<file path="src/rtl/isa_pkg.sv">
// Shared ISA definitions for the program-load path.
//   opcode_e : 4-bit opcode space
//   cw_t     : 11-bit decoded control word, same bit layout the control decoder emits
//   Cw*      : control word produced by each opcode (load/store cover both sizes)
//   instr_t  : 32-bit instruction word layout
package isa_pkg;

  localparam int unsigned CwW    = 11;
  localparam int unsigned InstrW = 32;

  typedef enum logic [3:0] {
    OpNop  = 4'h0,
    OpB    = 4'h1,
    OpBeq  = 4'h2,
    OpBlt  = 4'h3,
    OpLw   = 4'h4,
    OpLb   = 4'h5,
    OpSw   = 4'h6,
    OpSb   = 4'h7,
    OpAdd  = 4'h8,
    OpAddi = 4'h9,
    OpSub  = 4'hA,
    OpDiv  = 4'hB,
    OpShl  = 4'hC
  } opcode_e;

  typedef struct packed {
    logic [1:0] branch_sel;
    logic       reg_we;
    logic [1:0] ext_sel;
    logic       alu_b_sel;
    logic [1:0] alu_ctrl;
    logic       set_flags;
    logic       mem_we;
    logic       wb_sel;
  } cw_t;

  localparam cw_t CwNop   = 11'h000;
  localparam cw_t CwB     = 11'h28C;
  localparam cw_t CwBeq   = 11'h48C;
  localparam cw_t CwBlt   = 11'h68C;
  localparam cw_t CwLoad  = 11'h101;
  localparam cw_t CwStore = 11'h002;
  localparam cw_t CwAdd   = 11'h100;
  localparam cw_t CwAddi  = 11'h160;
  localparam cw_t CwSub   = 11'h108;
  localparam cw_t CwDiv   = 11'h110;
  localparam cw_t CwShl   = 11'h118;

  typedef struct packed {
    opcode_e     opcode;
    logic [3:0]  rd;
    logic [3:0]  rs1;
    logic [3:0]  rs2;
    logic [15:0] imm;
  } instr_t;

  function automatic instr_t pack_instr(input opcode_e     opcode,
                                        input logic [3:0]  rd,
                                        input logic [3:0]  rs1,
                                        input logic [3:0]  rs2,
                                        input logic [15:0] imm);
    instr_t w;
    w.opcode = opcode;
    w.rd     = rd;
    w.rs1    = rs1;
    w.rs2    = rs2;
    w.imm    = imm;
    return w;
  endfunction

endpackage

</file>
<file path="src/rtl/cw_to_opcode.sv">
// Combinational re-encoder: decoded control word back to its opcode.
//   cw_i        : 11-bit control word
//   size_byte_i : selects the byte variant for load/store, ignored otherwise
//   opcode_o    : matching opcode (OpNop when illegal)
//   legal_o     : 1 when cw_i matches exactly one opcode's control word
module cw_to_opcode
  import isa_pkg::*;
(
  input  cw_t     cw_i,
  input  logic    size_byte_i,
  output opcode_e opcode_o,
  output logic    legal_o
);

  always_comb begin
    opcode_o = OpNop;
    legal_o  = 1'b1;
    case (cw_i)
      CwNop:   opcode_o = OpNop;
      CwB:     opcode_o = OpB;
      CwBeq:   opcode_o = OpBeq;
      CwBlt:   opcode_o = OpBlt;
      // Word and byte variants share a control word; only the size bit tells them apart.
      CwLoad:  opcode_o = size_byte_i ? OpLb : OpLw;
      CwStore: opcode_o = size_byte_i ? OpSb : OpSw;
      CwAdd:   opcode_o = OpAdd;
      CwAddi:  opcode_o = OpAddi;
      CwSub:   opcode_o = OpSub;
      CwDiv:   opcode_o = OpDiv;
      CwShl:   opcode_o = OpShl;
      default: begin
        opcode_o = OpNop;
        legal_o  = 1'b0;
      end
    endcase
  end

endmodule

</file>
<file path="src/rtl/instr_encoder_loader.sv">
// Program loader: accepts one decoded control bundle plus operands per handshake, re-encodes
// it into a 32-bit instruction and writes it to the next sequential IMEM address.
//   clk_i, rst_ni           : clock, async active-low reset
//   clear_i                 : rewind write pointer and zero counters on the next edge
//   in_valid_i / in_ready_o : bundle handshake (one bundle per two cycles at best)
//   branch_sel_i .. wb_sel_i: control word fields
//   size_byte_i             : byte variant select for load/store
//   rd_i, rs1_i, rs2_i, imm_i : operands
//   imem_we_o/addr_o/wdata_o: registered IMEM write port
//   instr_count_o, full_o   : words written since reset/clear, memory full flag
//   err_illegal_o, err_count_o : illegal bundle pulse and saturating count
module instr_encoder_loader
  import isa_pkg::*;
#(
  parameter int unsigned IMEM_AW = 6,
  parameter int unsigned INSTR_W = 32
) (
  input  logic               clk_i,
  input  logic               rst_ni,
  input  logic               clear_i,
  input  logic               in_valid_i,
  output logic               in_ready_o,
  input  logic [1:0]         branch_sel_i,
  input  logic               reg_we_i,
  input  logic [1:0]         ext_sel_i,
  input  logic               alu_b_sel_i,
  input  logic [1:0]         alu_ctrl_i,
  input  logic               set_flags_i,
  input  logic               mem_we_i,
  input  logic               wb_sel_i,
  input  logic               size_byte_i,
  input  logic [3:0]         rd_i,
  input  logic [3:0]         rs1_i,
  input  logic [3:0]         rs2_i,
  input  logic [15:0]        imm_i,
  output logic               imem_we_o,
  output logic [IMEM_AW-1:0] imem_addr_o,
  output logic [INSTR_W-1:0] imem_wdata_o,
  output logic [IMEM_AW:0]   instr_count_o,
  output logic               full_o,
  output logic               err_illegal_o,
  output logic [7:0]         err_count_o
);

  localparam int unsigned     Depth    = 2 ** IMEM_AW;
  localparam logic [IMEM_AW:0] DepthCnt = (IMEM_AW + 1)'(Depth);

  typedef enum logic [1:0] {
    StIdle  = 2'd0,
    StWrite = 2'd1,
    StFull  = 2'd2
  } state_e;

  state_e               state_q;
  logic                 in_ready_q;
  logic                 imem_we_q;
  logic [IMEM_AW-1:0]   imem_addr_q;
  logic [INSTR_W-1:0]   imem_wdata_q;
  logic                 err_illegal_q;
  logic                 full_q;
  logic                 legal_q;
  logic [IMEM_AW-1:0]   wr_ptr_q;
  logic [IMEM_AW:0]     instr_count_q;
  logic [7:0]           err_count_q;

  cw_t                  cw;
  opcode_e              opcode;
  logic                 legal;
  instr_t               word;
  logic [IMEM_AW:0]     count_inc;
  logic                 accept;

  assign cw.branch_sel = branch_sel_i;
  assign cw.reg_we     = reg_we_i;
  assign cw.ext_sel    = ext_sel_i;
  assign cw.alu_b_sel  = alu_b_sel_i;
  assign cw.alu_ctrl   = alu_ctrl_i;
  assign cw.set_flags  = set_flags_i;
  assign cw.mem_we     = mem_we_i;
  assign cw.wb_sel     = wb_sel_i;

  cw_to_opcode u_cw_to_opcode (
    .cw_i        (cw),
    .size_byte_i (size_byte_i),
    .opcode_o    (opcode),
    .legal_o     (legal)
  );

  always_comb begin
    word      = pack_instr(opcode, rd_i, rs1_i, rs2_i, imm_i);
    count_inc = instr_count_q + 1'b1;
  end

  // Ready is registered except for the clear qualifier, so clear blocks an accept in the
  // very cycle it is raised.
  assign in_ready_o = in_ready_q & ~clear_i;
  assign accept     = in_valid_i & in_ready_o;

  always_ff @(posedge clk_i or negedge rst_ni) begin
    if (!rst_ni) begin
      state_q       <= StIdle;
      in_ready_q    <= 1'b1;
      imem_we_q     <= 1'b0;
      imem_addr_q   <= '0;
      imem_wdata_q  <= '0;
      err_illegal_q <= 1'b0;
      full_q        <= 1'b0;
      legal_q       <= 1'b0;
      wr_ptr_q      <= '0;
      instr_count_q <= '0;
      err_count_q   <= '0;
    end else begin
      // Strobes are single-cycle by construction.
      imem_we_q     <= 1'b0;
      err_illegal_q <= 1'b0;

      if (clear_i) begin
        // In WRITE the strobe is already on the port this cycle, so the write still lands.
        state_q       <= StIdle;
        in_ready_q    <= 1'b1;
        full_q        <= 1'b0;
        wr_ptr_q      <= '0;
        instr_count_q <= '0;
        err_count_q   <= '0;
      end else begin
        unique case (state_q)
          StIdle: begin
            if (accept) begin
              state_q       <= StWrite;
              in_ready_q    <= 1'b0;
              legal_q       <= legal;
              imem_we_q     <= legal;
              err_illegal_q <= ~legal;
              imem_addr_q   <= wr_ptr_q;
              imem_wdata_q  <= INSTR_W'(word);
            end
          end

          StWrite: begin
            if (legal_q) begin
              wr_ptr_q      <= wr_ptr_q + 1'b1;
              instr_count_q <= count_inc;
              if (count_inc == DepthCnt) begin
                state_q    <= StFull;
                full_q     <= 1'b1;
                in_ready_q <= 1'b0;
              end else begin
                state_q    <= StIdle;
                in_ready_q <= 1'b1;
              end
            end else begin
              if (err_count_q != 8'hFF) begin
                err_count_q <= err_count_q + 1'b1;
              end
              state_q    <= StIdle;
              in_ready_q <= 1'b1;
            end
          end

          StFull: begin
            // Only clear or reset leave this state.
            in_ready_q <= 1'b0;
            full_q     <= 1'b1;
          end

          default: begin
            state_q    <= StIdle;
            in_ready_q <= 1'b1;
            full_q     <= 1'b0;
          end
        endcase
      end
    end
  end

  assign imem_we_o     = imem_we_q;
  assign imem_addr_o   = imem_addr_q;
  assign imem_wdata_o  = imem_wdata_q;
  assign instr_count_o = instr_count_q;
  assign full_o        = full_q;
  assign err_illegal_o = err_illegal_q;
  assign err_count_o   = err_count_q;

endmodule

</file>
<file path="config.mk">
export PLATFORM = sky130hd
export DESIGN_NAME = instr_encoder_loader
export DESIGN_NICKNAME = d
export VERILOG_FILES = /design/src/rtl/isa_pkg.sv /design/src/rtl/cw_to_opcode.sv /design/src/rtl/instr_encoder_loader.sv
export SDC_FILE = /design/constraint.sdc
export NUM_CORES = 1
export LEC_CHECK = 0
export CORE_UTILIZATION = 46
export DETAILED_ROUTE_END_ITERATION = 8
export PLACE_DENSITY = 0.84
export SLEW_MARGIN = 25
export SYNTH_ARGS = -nofsm -noshare
export SYNTH_HDL_FRONTEND = slang
export SYNTH_SLANG_ARGS = --single-unit
</file>
<file path="constraint.sdc">
create_clock -name clk_i -period 2.4 [get_ports clk_i]
set_input_delay 0.48 -clock clk_i [delete_from_list [all_inputs] [get_ports clk_i]]
set_output_delay 0.48 -clock clk_i [all_outputs]
set_load 0.1 [all_outputs]
</file>
Word-level counts from Yosys, hierarchy flattened. Cells that the tools add are included.

Bits in writable memories: 0. Output and inout bits: 57. Word-level logic and storage cells: 83. ROM bits: 0. Memories: 0. Flip-flop bits (word level): 66. Bits in latches: 0.

Multiply operators: 0. Magnitude comparators: 0. Muxes and demuxes: 34. Reduce and logical (&&, ||, !) cells: 11. Shift operators: 0. Div/mod/pow operators: 0. $add $sub $neg: 3. Equality and inequality tests: 20. Bitwise gates (word level): 4.

Operators by type and width (count): equality test 11 x 9 -> 1 bit, second input constant (6); one-hot mux 4 bit (10 select lines) (1); 2-to-1 mux 8 bit (4); equality test 11 bit, second input constant (2); 2-to-1 mux 7 bit (3); 2-to-1 mux 6 bit (3); 2-to-1 mux 1 bit (16); equality test 11 x 10 -> 1 bit, second input constant (1); equality test 11 x 2 -> 1 bit, second input constant (1); logical NOT 11 bit (1); OR reduction 11 bit (1); inequality test 3 bit, second input constant (3); AND reduction 3 bit (3); adder 8 x 1 -> 8 bit, second input constant (1); 2-to-1 mux 2 bit (4); inequality test 8 bit, second input constant (1); adder 7 x 1 -> 7 bit, second input constant (1); equality test 7 bit, second input constant (1); adder 6 x 1 -> 6 bit, second input constant (1); inequality test 2 bit, second input constant (3); one-hot mux 1 bit (3 select lines) (2); one-hot mux 2 bit (3 select lines) (1); nonzero test 2 bit (3); AND reduction 2 bit (2); 5 further kinds (7).

Depth between registers and ports, before layout.
Word-level depth: 7. Gate-level depth with buffers: 7. Mapped depth without buffers: 7.

Hierarchy. From an unflattened synthesis, not the netlist that was laid out.

Cells, all modules: 252. Area total of the unflattened synthesis: 3118.0 um^2.

Modules (own cells, without submodules): instr_encoder_loader (instances 1, cells an instance 219, seq. area each 1652.8 um^2, area each 2844.0 um^2); cw_to_opcode (instances 1, cells an instance 33, seq. area each 0.0 um^2, area each 274.0 um^2).

Least setup slack after synthesis. No wires, ideal clock.

Path kind: reg-to-reg. From: reg instr_count_q[0] (netlist: instr_count_o[0]). To: reg full_q (netlist: full_o). Path slack: -143 ps. Setup time: 78 ps. Buffers on the path: 0. Arrival: 2465 ps. Cell stages (with the launch flop): 7. Clock period less this slack: 2543 ps. Path through: dfrtp_1 > ha_1 > and4_1 > a211o_2 > o211ai_2 > or4b_1 > a21oi_1.

Cells in the longest elaborated chain, start to end: 4.

RTL lines: from (decl) (line instr_encoder_loader.sv:63) `logic [IMEM_AW:0] instr_count_q;`; from (signal assigned) (line instr_encoder_loader.sv:142) `instr_count_q <= count_inc;`; adder 7 x 1 -> 7 bit (line instr_encoder_loader.sv:91) `count_inc = instr_count_q + 1'b1;`; equality test 7 bit (line instr_encoder_loader.sv:143) `if (count_inc == DepthCnt) begin`; inequality test 3 bit (no line); AND reduction 3 bit (no line); to (signal assigned) (line instr_encoder_loader.sv:107) `full_q <= 1'b0;`; to (signal assigned) (line instr_encoder_loader.sv:145) `full_q <= 1'b1;`; to (signal assigned) (line instr_encoder_loader.sv:163) `full_q <= 1'b1;`; to (decl) (line instr_encoder_loader.sv:60) `logic full_q;`.

No other way between the ends. A chain may end at the register's enable or synchronous reset.

Worst setup path in the final report. Ends and elaborated chain as after synthesis.

==> summary.md <==
| Metric | Value |
|---|---|
| Total of max-cap violations | `0` |
| Cells after Synth | `266` |
| Mapped Area | `3100 um2` |
| Ys async rst share | `1.00` |
| Peak supply drop | `0.745 mV` |
| # H-tree levels | `3` |
| Slew margin rel. | `0.609` |
| Post-DRT Antenna Nets | `0` |
| Commonest cells after routing, fill and taps aside | `dfrtp_1, buf_4, clkdlybuf4s50_1` |
| # DRC | `4` |
| Final max-slew violation count | `0` |
| DP HPWL | `4690 um` |
| PortBufs | `100` |
| CTS tree | `yes` |
| Yosys top cell area share | `0.525` |
| Syn_nets | `317` |
| CTS root buffer | `clkbuf_8` |
| M1 wire length | `2790 um` |
| Status | `finished with violations` |
| # diodes | `0` |
| Routed WL | `6500 um` |
| Worst Max-Slew Pin Slew | `0.587 ns` |
| GRT overflow | `0` |
| Tot GR Track Use | `0.199` |
| Number of hold buffers added after cts | `0` |
| Die H | `84.1 um` |
| Routed WL per cell | `14.2 um` |
| Clock-pin slew on the worst setup and hold paths | `0.08 ns` |
| Setup Fix Bufs, Post-CTS | `0` |
| CP arrival | `2.31 ns` |
| Initial core utilization | `0.483` |
| # rows | `29` |
| P_leak | `1.97 nW` |
| Worst r2r src | `instr_count_o[0]` |
| Routed wl met3 | `339 um` |
| Capturing point of the worst reg2reg path | `full_o` |
| Fin util | `0.671` |
| Pwr Density | `934 nW/um2` |
| Yosys synthesis warning count | `0` |
| Crit path kind | `flop to flop` |
| Worst Path Buf+Inv | `0` |
| Crit. path cell count | `6` |
| DR top layer | `met4` |
| RSZ-0062 raised after global routing | `false` |
| Die ar. | `7070 um2` |
| WP data required | `2.66 ns` |
| Mean Syn Cell Area | `11.7 um2` |
| EDFF count, synth | `0` |
| Nets | `426` |
| Final setup TNS | `0 ns` |
| I/O pin count | `101` |
| Post-layout min period | `2.06 ns` |
| Worst-Skew Late Latency | `0.33 ns` |
| Gp weighted congestion | `0.806` |
| Layout cell share with drive strength beyond 1 | `0.334` |
| Largest net degree at the start of global routing | `46` |
| Clk sinks | `66` |
| First-pass GRT wire length | `11,000 um` |
| Vias | `2,424` |
| Clock skew | `0.00916 ns` |
| Failing checks | `DRC` |
| Fmax | `486 MHz` |
| Leading area contributor after synthesis | `dfrtp_1` |
| Post-cts sizing count | `0` |
| Min-delay worst type | `input port to async pin` |
| CP Cell Sequence | `ha_1 -> or2_1 -> a211oi_1 -> a211oi_1 -> or4b_1 -> a21oi_1` |
| Worst path max stage delay | `0.49 ns` |
| Synthesis-to-finish area growth | `39.0%` |
| CP max stage cell | `or4b_1` |
| Startpoint Class | `flop` |
| Seq/Total Area, Yosys | `0.533` |
| Commonest non-fill, non-tap cell in the layout | `dfrtp_1` |
| Deepest clock path buffer count | `2` |
| Hold Fails Final Rpt | `0` |
| 1st-iter DRT viols | `96` |
| Worst Reg-to-Reg Cells | `6` |
| Internal reg-to-reg setup slack | `0.34 ns` |
| Initial DRT Pass Iterations | `6` |
| Vias in the first global route | `2,376` |
| Period utilization | `0.857` |
| Core ar. | `6420 um2` |
| Via density | `5.30` |
| CP dominant cell by count | `a211oi_1` |
| CTS buffer count | `9` |
| Worst-path maximum fanout | `6` |
| Seq cells post-synth | `66` |
| Crit path max-delay family | `simple AND/OR/NAND/NOR gates` |
| Worst Setup End Kind | `flop` |
| Synth cell types | `51` |
| Top cells by area, synth | `dfrtp_1, mux2_2, xor2_1, nor2_1, ha_1` |
| Setup-failing EPs final | `0` |
| Die W | `84.1 um` |
| Initial antenna violation count | `0` |
| Most used flip-flop cell after synthesis | `dfrtp_1` |
| WL met2 | `3200 um` |
-- worst max-delay path by stage --
stage | start | endpoint | slack (ns)
floorplan | instr_count_o[3] | full_o | 0.08
global placement | set_flags_i | imem_wdata_o[29] | 0.20
detailed placement | set_flags_i | imem_wdata_o[29] | 0.12
CTS | instr_count_o[0] | full_o | 0.35
global route | instr_count_o[0] | full_o | 0.19
finish | instr_count_o[0] | full_o | 0.34
-- state kept, by name, summed over array words and instances, names as in the netlist --
signal and count:
legal_q 1, state_q 2, err_illegal_o 1, err_count_o 8
imem_wdata_o 32, instr_count_o 7, imem_we_o 1, in_ready_q 1
wr_ptr_q 6, full_o 1, imem_addr_o 6
-- metal layers --
metal / global-route usage / vias up
li1: - / 1173
met1: 0.246 / 1158
met2: 0.330 / 77
met3: 0.0435 / 16
met4: 0.0987 / 0
met5: 0 / -
-- cells in the mapped netlist, types with 2 or more instances --
cell and instances:
and3b_1 2, buf_2 3, a21oi_1 12, nor3_1 2
mux2i_1 2, clkbuf_1 6, dfrtp_1 65, nand2_1 14
a211oi_1 4, ha_1 7, nor2_1 27, nand3b_1 2
nand3_1 5, and2_1 2, a22o_1 2, nand2b_1 5
nor3b_1 2, nor4_1 2, nand4_1 11, inv_1 6
xnor2_1 5, xor2_1 14, o21ai_0 3, o31ai_1 2
mux2_2 34, and4_1 2
-- area by class of cell --
type	instances	area, um2
tap	77	96.3
clock buffer	10	138
timing repair buffer	107	943
fill	508	2110
multi-input combinational	184	1390
clock inverter	6	65.1
sequential	66	1660
inverter	7	26.3
-- cell families after synthesis --
| kind of cell | share of synthesized area |
|---|---|
| multiplexers | 0.134 |
| AND/OR/NAND/NOR | 0.151 |
| flip-flops | 0.533 |
| XOR/XNOR | 0.0537 |
| AO/OA/AOI/OAI | 0.0787 |
| adder cells (fa/ha/maj) | 0.0283 |
| buffers and inverters | 0.0206 |
-- per-stage QoR --
stage | instances | hold slack, ns | setup slack, ns | total power [mW] | area, um2
global route | 457 | 0.158 | 0.191 | 4.19 | 4310
detailed placement | 441 | 0.485 | 0.116 | 3.12 | 4110
floorplan | 266 | 0.184 | 0.0819 | 2.68 | 3100
finish | 457 | 0.136 | 0.344 | 4.03 | 4310
CTS | 457 | 0.133 | 0.351 | 4.08 | 4310
global placement | 441 | 0.480 | 0.197 | 3.10 | 4110
-- where the power goes --
group	total (mW)	switching (mW)	internal, mW
Clock	0.940	0.430	0.510
Combinational	1.73	1.31	0.415
Sequential	1.36	0.0886	1.27
Total	4.03	1.83	2.19
(Power assumes the default switching activity.)
